--- config.mk ---
export PLATFORM = sky130hd
export DESIGN_NAME = stream_rsc_encoder_flat
export DESIGN_NICKNAME = d
export VERILOG_FILES = /design/src/rtl/stream_rsc_encoder_if.sv /design/src/rtl/stream_rsc_encoder.sv /design/src/flat_wrapper.sv
export SDC_FILE = /design/constraint.sdc
export NUM_CORES = 1
export LEC_CHECK = 0
export ABC_AREA = 1
export CELL_PAD_IN_SITES_DETAIL_PLACEMENT = 0
export CELL_PAD_IN_SITES_GLOBAL_PLACEMENT = 1
export CORE_MARGIN = 3
export CORE_UTILIZATION = 37
export DETAILED_ROUTE_END_ITERATION = 16
export HOLD_SLACK_MARGIN = 0.12
export PLACE_DENSITY = 0.72
export SETUP_SLACK_MARGIN = 0.3
export SYNTH_ARGS = -nofsm -noshare
export SYNTH_HDL_FRONTEND = slang
export SYNTH_SLANG_ARGS = --single-unit
--- constraint.sdc ---
create_clock -name clk -period 2 [get_ports clk]
set_clock_uncertainty 0.2 [all_clocks]
set_input_delay 0.5 -clock clk [delete_from_list [all_inputs] [get_ports clk]]
set_output_delay 0.5 -clock clk [all_outputs]
set_load 0.02 [all_outputs]
--- src/rtl/stream_rsc_encoder_if.sv ---
`default_nettype none
// +----------------------------------------------------------------------------+
// | Interface : stream_rsc_encoder_if                                          |
// | Brief     : Bit-in / symbol-out handshake bundle of the RSC encoder.       |
// |             The out_llr member exists only when RSC_LLR_OUT_EN is defined. |
// | Revision  : 1.0                                                            |
// +----------------------------------------------------------------------------+
interface stream_rsc_encoder_if #(
  parameter int BITS_PER_SYMBOL = 2
`ifdef RSC_LLR_OUT_EN
  ,
  parameter int BITS = 16
`endif
);
  logic                       in_valid;
  logic                       in_ready;
  logic                       in_bit;
  logic                       out_valid;
  logic                       out_ready;
  logic [BITS_PER_SYMBOL-1:0] out_symbol;
  logic                       out_first;
  logic                       out_last;
`ifdef RSC_LLR_OUT_EN
  logic [BITS_PER_SYMBOL-1:0][BITS-1:0] out_llr;
`endif

  // slave: the encoder; master: the environment feeding bits and taking symbols
  modport slave (
    input  in_valid, in_bit, out_ready,
    output in_ready, out_valid, out_symbol, out_first, out_last
`ifdef RSC_LLR_OUT_EN
    ,
    output out_llr
`endif
  );

  modport master (
    output in_valid, in_bit, out_ready,
    input  in_ready, out_valid, out_symbol, out_first, out_last
`ifdef RSC_LLR_OUT_EN
    ,
    input  out_llr
`endif
  );
endinterface
`default_nettype wire

--- src/rtl/stream_rsc_encoder.sv ---
`default_nettype none
// +----------------------------------------------------------------------------+
// | Module   : stream_rsc_encoder                                              |
// | Brief    : Streaming RSC encoder, {parity, systematic} per bit plus MEMORY |
// |            terminating tail symbols per block. Optional macro             |
// |            RSC_LLR_OUT_EN adds a registered BPSK half-precision LLR output.|
// | Revision : 1.0                                                             |
// +----------------------------------------------------------------------------+
module stream_rsc_encoder #(
  parameter int              SYMBOLS         = 10,
  parameter int              MEMORY          = 2,
  parameter logic [MEMORY:0] FEEDBACK        = 3'b111,
  parameter logic [MEMORY:0] FEEDFORWARD     = 3'b101,
  parameter int              BITS            = 16,
  parameter int              BITS_PER_SYMBOL = 2
) (
  input  wire logic            clk,
  input  wire logic            rstn,
  stream_rsc_encoder_if.slave  bus
);

  localparam int         c_CNT_MAX = (SYMBOLS > MEMORY) ? SYMBOLS : MEMORY;
  localparam int         c_CNT_W   = $clog2(c_CNT_MAX + 1);
  localparam logic [0:0] c_DATA    = 1'b0;
  localparam logic [0:0] c_TAIL    = 1'b1;

  generate
    if (BITS_PER_SYMBOL != 2) begin : g_bad_bps
      $error("stream_rsc_encoder: BITS_PER_SYMBOL must be 2");
    end
    if (MEMORY < 1) begin : g_bad_memory
      $error("stream_rsc_encoder: MEMORY must be at least 1");
    end
    if (FEEDBACK[0] != 1'b1) begin : g_bad_feedback
      $error("stream_rsc_encoder: FEEDBACK bit 0 must be 1");
    end
    if (SYMBOLS < 1) begin : g_bad_symbols
      $error("stream_rsc_encoder: SYMBOLS must be at least 1");
    end
    if (BITS < 2) begin : g_bad_bits
      $error("stream_rsc_encoder: BITS must be at least 2");
    end
  endgenerate

  logic [0:0]         r_state;
  logic [0:0]         w_state_nxt;
  logic [c_CNT_W-1:0] r_cnt;
  logic [c_CNT_W-1:0] w_cnt_nxt;
  logic [c_CNT_W-1:0] w_remaining;
  logic [MEMORY-1:0]  r_sr;        // bit i-1 holds r[i]
  logic [MEMORY-1:0]  w_sr_nxt;
  logic               w_fb;
  logic               w_u;
  logic               w_a;
  logic               w_p;
  logic               w_can_step;
  logic               w_in_ready;
  logic               w_fire;
  logic               w_first;
  logic               w_last;

  logic               r_out_valid;
  logic [1:0]         r_out_sym;
  logic               r_out_first;
  logic               r_out_last;

  assign w_fb = ^(FEEDBACK[MEMORY:1] & r_sr);
  assign w_a  = w_u ^ w_fb;
  assign w_p  = (FEEDFORWARD[0] & w_a) ^ (^(FEEDFORWARD[MEMORY:1] & r_sr));

  generate
    if (MEMORY == 1) begin : g_shift_m1
      assign w_sr_nxt = w_a;
    end else begin : g_shift
      assign w_sr_nxt = {r_sr[MEMORY-2:0], w_a};
    end
  endgenerate

  // r_cnt == 0 in DATA marks "no bit of this block accepted yet"
  assign w_remaining = (r_cnt == '0) ? c_CNT_W'(SYMBOLS) : r_cnt;

  always_ff @(posedge clk) begin
    if (!rstn) begin
      r_state <= c_DATA;
      r_cnt   <= '0;
      r_sr    <= '0;
    end else begin
      r_state <= w_state_nxt;
      r_cnt   <= w_cnt_nxt;
      if (w_fire) begin
        r_sr <= w_sr_nxt;
      end
    end
  end

  always_comb begin
    w_state_nxt = r_state;
    w_cnt_nxt   = r_cnt;
    if (w_fire) begin
      case (r_state)
        c_DATA: begin
          if (w_remaining == c_CNT_W'(1)) begin
            w_state_nxt = c_TAIL;
            w_cnt_nxt   = c_CNT_W'(MEMORY);
          end else begin
            w_cnt_nxt = w_remaining - c_CNT_W'(1);
          end
        end
        default: begin
          if (r_cnt == c_CNT_W'(1)) begin
            w_state_nxt = c_DATA;
            w_cnt_nxt   = '0;
          end else begin
            w_cnt_nxt = r_cnt - c_CNT_W'(1);
          end
        end
      endcase
    end
  end

  // Tail steps feed u = feedback so a = 0, flushing the register to zero
  always_comb begin
    w_can_step = !r_out_valid || bus.out_ready;
    w_in_ready = 1'b0;
    w_fire     = 1'b0;
    w_u        = 1'b0;
    w_first    = 1'b0;
    w_last     = 1'b0;
    case (r_state)
      c_DATA: begin
        w_in_ready = rstn && w_can_step;
        w_fire     = w_in_ready && bus.in_valid;
        w_u        = bus.in_bit;
        w_first    = (r_cnt == '0);
      end
      default: begin
        w_fire = w_can_step;
        w_u    = w_fb;
        w_last = (r_cnt == c_CNT_W'(1));
      end
    endcase
  end

`ifdef RSC_LLR_OUT_EN
  localparam logic [BITS-1:0] c_LLR_POS = BITS'(16'h3C00);
  localparam logic [BITS-1:0] c_LLR_NEG = BITS'(16'hBC00);
  logic [BITS_PER_SYMBOL-1:0][BITS-1:0] r_out_llr;
`endif

  always_ff @(posedge clk) begin
    if (!rstn) begin
      r_out_valid <= 1'b0;
      r_out_sym   <= '0;
      r_out_first <= 1'b0;
      r_out_last  <= 1'b0;
`ifdef RSC_LLR_OUT_EN
      r_out_llr   <= '0;
`endif
    end else if (w_fire) begin
      r_out_valid <= 1'b1;
      r_out_sym   <= {w_p, w_u};
      r_out_first <= w_first;
      r_out_last  <= w_last;
`ifdef RSC_LLR_OUT_EN
      r_out_llr[0] <= w_u ? c_LLR_NEG : c_LLR_POS;
      r_out_llr[1] <= w_p ? c_LLR_NEG : c_LLR_POS;
`endif
    end else if (bus.out_ready) begin
      r_out_valid <= 1'b0;
    end
  end

  assign bus.in_ready   = w_in_ready;
  assign bus.out_valid  = r_out_valid;
  assign bus.out_symbol = r_out_sym;
  assign bus.out_first  = r_out_first;
  assign bus.out_last   = r_out_last;
`ifdef RSC_LLR_OUT_EN
  assign bus.out_llr    = r_out_llr;
`endif

endmodule
`default_nettype wire

--- src/flat_wrapper.sv ---
// flat-port wrapper written by rule: the top's interface ports become plain ports
module stream_rsc_encoder_flat 
#(
  parameter int              SYMBOLS         = 10,
  parameter int              MEMORY          = 2,
  parameter logic [MEMORY:0] FEEDBACK        = 3'b111,
  parameter logic [MEMORY:0] FEEDFORWARD     = 3'b101,
  parameter int              BITS            = 16,
  parameter int              BITS_PER_SYMBOL = 2
)
  (clk, rstn, bus_in_valid, bus_in_bit, bus_out_ready, bus_in_ready, bus_out_valid, bus_out_symbol, bus_out_first, bus_out_last);
  stream_rsc_encoder_if #(.BITS_PER_SYMBOL(BITS_PER_SYMBOL)) bus_i ();
  input  wire logic clk;
  input  wire logic rstn;
  input wire logic [$bits(bus_i.in_valid)-1:0] bus_in_valid;
  input wire logic [$bits(bus_i.in_bit)-1:0] bus_in_bit;
  input wire logic [$bits(bus_i.out_ready)-1:0] bus_out_ready;
  output wire logic [$bits(bus_i.in_ready)-1:0] bus_in_ready;
  output wire logic [$bits(bus_i.out_valid)-1:0] bus_out_valid;
  output wire logic [$bits(bus_i.out_symbol)-1:0] bus_out_symbol;
  output wire logic [$bits(bus_i.out_first)-1:0] bus_out_first;
  output wire logic [$bits(bus_i.out_last)-1:0] bus_out_last;
  assign bus_i.in_valid = bus_in_valid;
  assign bus_i.in_bit = bus_in_bit;
  assign bus_i.out_ready = bus_out_ready;
  assign bus_in_ready = bus_i.in_ready;
  assign bus_out_valid = bus_i.out_valid;
  assign bus_out_symbol = bus_i.out_symbol;
  assign bus_out_first = bus_i.out_first;
  assign bus_out_last = bus_i.out_last;
  stream_rsc_encoder #(.SYMBOLS(SYMBOLS), .MEMORY(MEMORY), .FEEDBACK(FEEDBACK), .FEEDFORWARD(FEEDFORWARD), .BITS(BITS), .BITS_PER_SYMBOL(BITS_PER_SYMBOL)) u_core (.clk(clk), .rstn(rstn), .bus(bus_i));
endmodule
# Yosys cells after proc, flatten, opt, wreduce, memory -nomap -nowiden
# Cells that the tools add are included.
[word_totals]
register_bits = 12
output_inout_bits = 6
inputBits = 5
elab_cells = 35
[op_classes]
n_reduce_logical = 8
eq_ne = 2
mux = 14
add_sub_neg = 2
n_bitwise = 2
[ops]
columns = ["op", "count"]
rows = [
  ["4-bit two-way mux", 4],
  ["1-bit two-way mux", 10],
  ["4-bit by 1-bit == test with 1-bit output (second input constant)", 2],
  ["4-bit by 1-bit subtractor with 4-bit output (second input constant)", 2],
  ["4-bit zero test", 1],
  ["2-bit XOR reduction", 2],
  ["1-bit logical AND", 2],
  ["2-bit nonzero test", 1],
  ["1-bit XOR", 2],
  ["1-bit zero test", 1],
  ["1-bit logical OR", 1],
]

# Logic depth before layout (Yosys ltp)
[depth]
word_depth = 6
mapped_depth = 11

# Worst setup path before layout
# OpenSTA, ideal clock, no wires.
[synth_timing]
kind = "input to output"
startpoint = "in bus_out_ready"
endpoint = "out bus_in_ready"
setup_slack_ns = 0.226
cell_stages = 4
arrival_ns = 1.074
path_cell_list = "inv_1 nand2_1 nand2_1 nor2_1"
[synth_via]
elab_chain_cells = 3
[synth_lines]
columns = ["item", "line", "text"]
rows = [
  ["start, declared", "flat_wrapper.sv:17", "input wire logic [$bits(bus_i.out_ready)-1:0] bus_out_ready;"],
  ["1-bit logical OR", "stream_rsc_encoder.sv:123", "w_can_step = !r_out_valid || bus.out_ready;"],
  ["1-bit logical AND", "stream_rsc_encoder.sv:131", "w_in_ready = rstn && w_can_step;"],
  ["1-bit two-way mux", "stream_rsc_encoder.sv:129", "case (r_state)"],
  ["end, declared", "flat_wrapper.sv:18", "output wire logic [$bits(bus_i.in_ready)-1:0] bus_in_ready;"],
]
# No other way between the ends.

# Worst setup path after layout
# Same ends and word-level chain as after synthesis.

==> metrics <==
outcome completed; first-pass GRT wire length 2500 um; largest fanout on the critical path 2; reg2reg path depth 10; Ports 11; drt pass-1 iters 4; slowest CP cell buf_6; Final Hold Viols 0; VDD IR-drop max roughly 0.34 mV; delay of the slowest critical-path stage 0.12 ns; Area Overhead vs Synth 25.6%; nature of the critical path endpoint output pin; Routed Antenna Nets 0; Synth Cell Area 768 um^2; Routed WL 1610 um; Row Count 15; Crit path top cell by count nand2_2; total negative slack 0 ns; sequential-to-total area share from yosys stat 31.3%; Initial Util a little over two fifths; Rel. slew slack 82.7%; Die Span X 51.6 um; Max Fclk 609 MHz; period utilization 82.1%; Yosys warning count 0; clock tree buffer depth 2; Post-DP HPWL about 1200 um; Final Net Count 133; GRT Overall Usage 12.9%; slew of the pin with the lowest slew margin 0.259 ns; clock slew at reported path FFs 0.07 ns; synthesis-stage register bit count 12; largest net degree at the start of global routing 14; Hold Crit Class register to register; H-tree Lvls 1; DIE AREA about 0.0027 mm^2; Die Y-Extent between 50 and 60 um; Mapped Cells 105; Worst Hold Path Cells 2; Final setup violation count 0; CP Launch Type primary input; final instance area roughly 960 um^2; drt drc 0; leakage 0.466 nW; total CTS buffers 3; Req. time, crit path 1.30 ns; commonest cells after routing, fill and taps aside nand2_1, nand3_1, inv_1, dfxtp_1; fraction of layout cells with a size suffix above 1 27.9%; Hold Buf Count CTS 0; Avg WL per Cell between 10 and 15 um; WS Path Type primary input to output pin; Mapped Avg Cell Area roughly 7.3 um^2; input/output buffers 10; min Tclk post-route 1.64 ns; Via-to-Cell Ratio around 4.8; initial drt markers 6; gpl congestion between 0.7 and 0.8; # Max-Cap Violations 0; vias in the first global route 591; Unique masters post-synth 19; worst path cell trace clkbuf_2 -> inv_1 -> nand2_2 -> nand2_2 -> nor2_2 -> buf_6; ANT cells 0; via count 702; RSZ-0062 raised after global routing no; initial antenna violation count 0; CTS tree built; Worst EP arrival about 0.94 ns; core area approximately 0.0018 mm^2; worst skew pair latency 0.27 ns; Placed Area 890 um^2; Slew Limit Fails 0; Net Count, Synth 114; Min Hold Slack 0.271 ns; most common cell after layout, fill and taps aside nand2_1; power density cells roughly 630 mW/mm^2; grt ovf 0; Root Buffer clkbuf_4; clock sink total 12
[flip-flops by register name, indices dropped and copies added (netlist names)]
name,cells
u_core.r_state,1
u_core.r_cnt,4
u_core.bus.out_first,1
u_core.r_sr,2
u_core.bus.out_symbol,2
u_core.bus.out_last,1
u_core.bus.out_valid,1
[critical path, delay by kind of cell]
| family | cells | cell delay [ns] |
|---|---|---|
| buf+inv | 3 | 0.24 |
| simple gates | 3 | 0.21 |
[logic make-up after synthesis]
logic type | share of synthesized area, %
XOR/XNOR | 2.28
flip-flops | 31.3
AND/OR/NAND/NOR | 35.0
AO/OA/AOI/OAI | 11.2
adder cells (fa/ha/maj) | 6.51
buffers and inverters | 13.7
[layer usage]
| layer | GRT usage [%] | vias to the layer above | share of wire, % |
|---|---|---|---|
| met3 | 3.72 | 2 | 4.0 |
| met1 | 16.9 | 318 | 47 |
| met2 | 18.4 | 12 | 48 |
| li1 | - | 370 | - |
| met5 | 0 | - | 0 |
| met4 | 7.86 | 0 | 0.75 |
[synthesized netlist by cell type (all sizes together)]
| master | count | area [um^2] |
|---|---|---|
| a21oi | 9 | 48.8 |
| buf | 3 | 42.5 |
| dfxtp | 12 | 240 |
| ha | 4 | 50.1 |
| inv | 14 | 62.6 |
| nand2 | 32 | 151 |
| nand3 | 13 | 75.1 |
| nand4 | 1 | 6.26 |
| nor2 | 9 | 36.3 |
| o211ai | 1 | 12.5 |
| o21ai | 5 | 25.0 |
| xor2 | 2 | 17.5 |
[where the power goes]
part	leakage, nW	internal [mW]	total [mW]	switching, mW
sequential	0.0998	0.256	0.274	0.0182
combinational	0.353	0.0851	0.191	0.106
clock	0.0138	0.0696	0.146	0.0764
total	0.466	0.410	0.611	0.200
[final cells by class]
class	instances	area (um^2)
fillers	199	875
clock buffers	3	22.5
multi-input cells	76	457
repair buffers	17	139
flip-flops and latches	12	248
well taps	25	31.3
inverters	14	67.6
[final timing paths]
| check | start | slack, ns | to |
|---|---|---|---|
| worst min-delay path | u_core.bus.out_symbol[0]$_SDFFE_PN0P_ | 0.27 | u_core.bus.out_symbol[0]$_SDFFE_PN0P_ |
| worst max register to register | u_core.r_cnt[0]$_SDFFE_PN0P_ | 0.39 | u_core.r_cnt[2]$_SDFFE_PN0P_ |
| worst min register to register | u_core.bus.out_symbol[0]$_SDFFE_PN0P_ | 0.27 | u_core.bus.out_symbol[0]$_SDFFE_PN0P_ |
| worst max-delay path | bus_out_ready | 0.36 | bus_in_ready |
[through the flow]
step	total power [mW]	setup WS, ns	utilization, %	std cells
after global placement	0.445	-0.502	48.4	141
after CTS	0.597	0.212	50.3	144
after floorplan	0.404	0.300	-	105
final	0.611	0.357	52.4	147
after detailed placement	0.448	-0.522	48.4	141
after global routing	0.659	0.274	52.4	147
[repair_timing]
action	in CTS	in global routing
setup endpoints to repair	15	4
setup buffers	0	3
pin swaps	1	2
resized for setup	19	15
No activity file was read; power rests on OpenSTA's default activity.
